$ cat config.mk
export PLATFORM = sky130hd
export DESIGN_NAME = cycle_counter
export DESIGN_NICKNAME = d
export VERILOG_FILES = /design/src/rtl/cycle_counter.sv
export SDC_FILE = /design/constraint.sdc
export NUM_CORES = 1
export LEC_CHECK = 0
export ABC_CLOCK_PERIOD_IN_PS = 1550
export CORE_AREA = 2 2 39 41
export DETAILED_ROUTE_END_ITERATION = 16
export DIE_AREA = 0 0 41 43
export GPL_TIMING_DRIVEN = 1
export HOLD_SLACK_MARGIN = 0.02
export PLACE_DENSITY = 0.49
export SLEW_MARGIN = 10
export SYNTH_ARGS = -nofsm -noshare
export SYNTH_HDL_FRONTEND = slang
export SYNTH_SLANG_ARGS = --single-unit
$ cat constraint.sdc
create_clock -name clk_i -period 1.55 [get_ports clk_i]
set_input_delay 0.31 -clock clk_i [delete_from_list [all_inputs] [get_ports clk_i]]
set_output_delay 0.31 -clock clk_i [all_outputs]
set_load 0.01 [all_outputs]
$ cat src/rtl/cycle_counter.sv
// Loadable saturating down-counter; used for both the settle delay and the halt timeout.
module cycle_counter #(
  parameter int Width = 4
) (
  input  logic             clk_i,
  input  logic             rst_ni,
  input  logic             load_i,
  input  logic [Width-1:0] load_val_i,
  input  logic             dec_i,
  output logic [Width-1:0] count_o
);

  logic [Width-1:0] count_q, count_d;

  always_comb begin
    count_d = count_q;
    if (load_i)                       count_d = load_val_i;
    else if (dec_i && count_q != '0)  count_d = count_q - Width'(1);
  end

  always_ff @(posedge clk_i or negedge rst_ni) begin
    if (!rst_ni) count_q <= '0;
    else         count_q <= count_d;
  end

  assign count_o = count_q;

endmodule

==> flow_summary.json <==
{
  "path_buf_inv": 1,
  "netlist_area_sq_um": 268,
  "critPathTopFamily": "buffers and inverters",
  "clk_latency_ns": 0.23,
  "status": "complete, no violations",
  "syn_nets": 36,
  "crit_type": "register to output port",
  "drv_slew": 0,
  "path_max_fanout": 5,
  "irDropWorstVdd_v": 0.000286,
  "setup_viol": 0,
  "dp_slack_ns": -0.0926,
  "worstPathRequired_ns": 1.24,
  "timing.final.ws_setup_ns": 0.0525,
  "p_total_mw": 0.372,
  "routedWlPerCell_microns": 10.5,
  "p_leak_nw": 0.182,
  "synth-main-ff-cell": "dfrtp_1",
  "cpMaxStageDelayCell": "clkdlybuf4s50_1",
  "die_y_microns": 43,
  "routed-via-count": 268,
  "placed_cells": 56,
  "grt_pass1_vias": 252,
  "io-pin-count": 12,
  "track_usage_pct": 9.16,
  "grt_max_degree": 8,
  "drcViolationCount": 0,
  "initialDrtViolationCount": 4,
  "ys_types": 18,
  "post-synth-top-count-cell": "dfrtp_1",
  "slowest_delay_ns": 0.56,
  "ys_warn_count": 0,
  "drt_first_pass_iters": 5,
  "htree_num_levels": 1,
  "cap_violations": 0,
  "cp.arrival_ns": 1.19,
  "rsz0062_at_grt": "no",
  "power.density_nw_per_um2": 861,
  "grt-ovfl-total": 0,
  "ys_top_cells_by_count": "4 x dfrtp_1, 3 x inv_1, 3 x nand2_1",
  "async_reset_ff_share_pct": 100,
  "ys_seq_area_share_pct": 37.4,
  "crit_path_end_kind": "output port",
  "core-area_sq_um": 1380,
  "yosysTopAreaCellShare_pct": 37.4,
  "die_area_sq_um": 1760,
  "diodes": 0,
  "final_util_pct": 31.2,
  "vias_per_cell": 4.54,
  "rows": 14,
  "wirelength_microns": 619,
  "synth_top_cell_by_area": "dfrtp_1",
  "area_growth_pct": 61.2,
  "drive_above_1_share_pct": 25.6,
  "placed_area_sq_um": 409,
  "numCtsBuffers": 3,
  "clock_skew_ns": 0.00363,
  "fin_cells": 59,
  "synthCells": 27,
  "period_share_pct": 96.6,
  "gp_congestion": 0.638,
  "hold_viol": 0,
  "cts_tree": "done",
  "fin_area_sq_um": 432,
  "postCtsSetupBuffers": 0,
  "hold_class": "primary input to async pin",
  "die_w_microns": 41,
  "clock_sinks": 4,
  "initial_core_util_pct": 19.3,
  "nNetsFinal": 54,
  "fin_crit_ns": 1.50,
  "grt_pass1_wl_mm": 1.04,
  "slew-limit-headroom_pct": 80.2,
  "max_clock_freq_ghz": 0.668,
  "avgSynthCellArea_sq_um": 9.92,
  "io_buffers": 11,
  "ant_nets": 0,
  "synth_edf_count": 0,
  "worstMarginPinSlew_ns": 0.297,
  "post-dp-hpwl_microns": 525,
  "synth.area.top_cells": "dfrtp_1 37%, nor4b_2 5.6%, ha_1 4.7%",
  "largest_register_ffs": 4,
  "cp-start-kind": "register",
  "clockBufferDepth": 2,
  "clk_pin_slew_ns": 0.04,
  "path_cells": "clkdlybuf4s50_1",
  "antenna_found_initial": 0,
  "clockRootBuffer": "clkbuf_4",
  "ys_ff_latch": 4
}
==> report_power, final <==
group,switching [mW],total (mW),internal [mW]
combinational,0.0433,0.112,0.0685
clock,0.0401,0.127,0.0864
sequential,0.0148,0.133,0.119
total,0.0982,0.372,0.273
==> logic make-up (layout without fill, tap and decap cells) <==
family | Yosys count | in the layout | synth area share [%]
AOI/OAI and AO/OA | 7 | 7 | 19.2
adders and majority gates | 1 | 1 | 4.67
buffers and inverters | 4 | 20 | 8.41
DFF | 4 | 4 | 37.4
and+or+nand+nor | 11 | 11 | 30.4
==> per-stage QoR <==
| step | TNS, ns | hold WS (ns) |
|---|---|---|
| finish | 0 | 0.279 |
| detailed placement | -0.163 | 0.525 |
| global route | 0 | 0.287 |
| global placement | -0.0700 | 0.524 |
| CTS | 0 | 0.270 |
| floorplan | 0 | 0.0144 |
==> cell usage in the layout (no fill, tap or decap) <==
cell / instances
or4_1: 1
a21oi_1: 1
o31a_2: 1
a221o_2: 1
inv_1: 3
ha_1: 1
and4b_1: 1
nor3b_2: 1
nand2_1: 3
o21a_1: 1
dfrtp_2: 1
nor3b_1: 1
or2b_1: 1
dlygate4sd2_1: 1
o211ai_1: 1
dfrtp_1: 3
clkbuf_4: 3
nor4b_2: 1
o21ai_0: 2
buf_4: 3
clkdlybuf4s50_1: 10
nor3_1: 2
==> area by class of cell <==
type                       count  area, sq um
clock buffer                   3         22.5
timing repair buffer          14          131
tap                           16         20.0
multi-input combinational     19          145
fill                         161          952
inverter                       3         11.3
sequential                     4          101
==> what timing repair did <==
action,CTS,global route
hold endpoints to repair,0,0
hold buffers,0,0
gates resized for setup,2,0
setup endpoints to repair,2,0
==> worst paths after layout <==
path / from / end / depth (start not counted) / slack [ns]
max: count_o[3] / count_o[3] / 1 / 0.05
min: rst_ni / count_o[3] / 1 / 0.28
max reg2reg: count_o[1] / count_o[1] / 5 / 0.11
min reg2reg: count_o[1] / count_o[1] / 2 / 0.63
max in group asynchronous: rst_ni / count_o[2] / 1 / 1.09
min in group clk_i: count_o[1] / count_o[1] / 2 / 0.63
==> per-layer routing <==
metal  GRT usage, %  vias to the layer above  part of all wire [%]
li1               -                      131                     -
met1           12.0                      130                    38
met2           11.3                        7                    58
met3           1.57                        0                   4.8
met4           10.0                        0                     0
met5              0                        -                     0
(Power assumes the default switching activity.)
==> RTL change: new RTL, same settings <==
`Width`: 4 -> 6.
--- a/src/rtl/cycle_counter.sv
+++ b/src/rtl/cycle_counter.sv
@@ -1,6 +1,6 @@
 // Loadable saturating down-counter; used for both the settle delay and the halt timeout.
 module cycle_counter #(
-  parameter int Width = 4
+  parameter int Width = 6
 ) (
   input  logic             clk_i,
   input  logic             rst_ni,
Ports: changed (resized count_o and load_val_i); port bits go from 12 to 16. The function was not compared with the original's and may differ.
==> RTL change against the original RTL <==
  * The run now ends with negative setup slack left
  * Power rose by 60%
  * Via count up 88%
  * Combinational power increased by 120%
  * Area after synthesis grew 52%
  * Sequential cell count is 2 higher
  * Final area up 82%
  * Setup slack got worse by 200 ps
  * Wire length up 120%
  * Fmax down 12%
==> RTL change: results (changes against the original RTL) <==
Synthesis
  • Register area share after synthesis: 36.8% (-0.57 points)
  • Post-Synth Adder-Cell Area: 6.13% (+1.5 points)
  • Synth Area in Compound Gates: 26.7% (+7.5 points)
  • Commonest cells in the netlist: dfrtp_1 (6), inv_1 (5), a21oi_1 (3), nand2_1 (3)
  • Largest cells by area after synthesis: dfrtp_1 (37%), ha_1 (6.1%), inv_1 (4.6%)
  • Syn nets: 54 (+50%)

Place
  • Detailed Place HPWL: 1070 microns (+100%)
  • Place WS: -391 ps (-298 ps)
  • Routability cong.: 0.709 (+11%)

Setup path
  • Crit-path max cell delay: 480 ps (-80 ps)
  • Largest fanout on the critical path: 3 (-2)
  • Slowest stage cell on the critical path: or4b_4
  • Top delay family on crit path: simple AND/OR/NAND/NOR gates

Route
  • Vias/cell: 5.31 (+17%)
  • Drt pass-1 iters: 2 (-3)
  • Met3 wire len: 66 microns (+120%)
  • WL met1: 501 microns (+120%)
  • DRT Wirelength: 1360 microns (+120%)

GRT
  • GRT Total Usage: 20.0% (+11 points)

Run status
  • Failing checks: negative setup slack
  • Status: complete, but fails checks

Power
  • Leakage power: 0.340 nW (+87%)

Final layout
  • Final net count: 92 (+70%)
  • Share of layout cells above drive strength 1: 43.0% (+17 points)
  • Fill cell count: 133 (-17%)

Timing
  • Setup ws final: -146 ps (-199 ps)
  • Final setup viols: 6 (+6)
-- RTL change: changes by cell type in the layout (fill, tap and decap cells not counted), moves of 2 or more --
cell,delta
ha_4,+2
o21ai_0,-2
inv_2,+2
or4b_4,+2
a21oi_1,+2
dlygate4sd2_1,+4
dfrtp_1,+2
buf_4,+15
-- RTL change: power by group --
group	internal, mW	total [mW]	leakage (nW)	switching, mW
sequential	0.175	0.189	0.0699	0.0133
combinational	0.144	0.249	0.255	0.105
clock	0.0977	0.158	0.0150	0.0599
total	0.418	0.596	0.340	0.178
-- RTL change: logic make-up (layout without fill, tap and decap cells) --
kind of cell,after synthesis,after routing
buffers and inverters,6,43
AOI/OAI and AO/OA,13,13
adders and majority gates,2,2
and+or+nand+nor,15,15
DFF,6,6
-- RTL change: path summary, 6_finish.rpt --
check / from / to / slack (ps) / depth (start not counted)
max in group asynchronous: rst_ni / count_o[2]$_DFFE_PN0P_ / 1010 / 1
hold reg to reg: count_o[3]$_DFFE_PN0P_ / count_o[3]$_DFFE_PN0P_ / 690 / 3
setup reg to reg: count_o[0]$_DFFE_PN0P_ / count_o[0]$_DFFE_PN0P_ / -150 / 5
setup / recovery: count_o[0]$_DFFE_PN0P_ / count_o[0]$_DFFE_PN0P_ / -150 / 5
hold / removal: rst_ni / count_o[2]$_DFFE_PN0P_ / 310 / 1
min in group clk_i: load_val_i[1] / count_o[1]$_DFFE_PN0P_ / 630 / 3
-- RTL change: per-layer routing --
metal,GRT usage [%],vias to the layer above
li1,-,243
met1,19.9,242
met2,35.0,17
met3,8.38,2
met4,6.00,0
met5,0,-
-- RTL change: per-stage QoR --
step                      instances  total power, mW  cell area (sq um)  setup TNS, ps
after detailed placement         87            0.418                697          -1220
after global routing             95            0.647                786           -893
final                            95            0.596                786           -620
after CTS                        94            0.582                744           -699
after global placement           87            0.410                697          -1070
after floorplan                  42            0.276                418           -314
-- RTL change: area by class of cell --
type                            count  share of cell area [%]
Timing Repair Buffer               34                    36.9
Inverter                            5                    2.39
Multi-Input combinational cell     30                    35.5
Tap cell                           16                    2.55
Clock buffer                        4                    3.34
Sequential cell                     6                    19.3
-- RTL change: repair_timing --
action                                  4_1_cts  5_1_grt
resized for setup                             8        7
pin swaps                                     5        3
buffers inserted                              3        1
hold endpoints to repair                      0        0
endpoints found under the setup margin       12        8
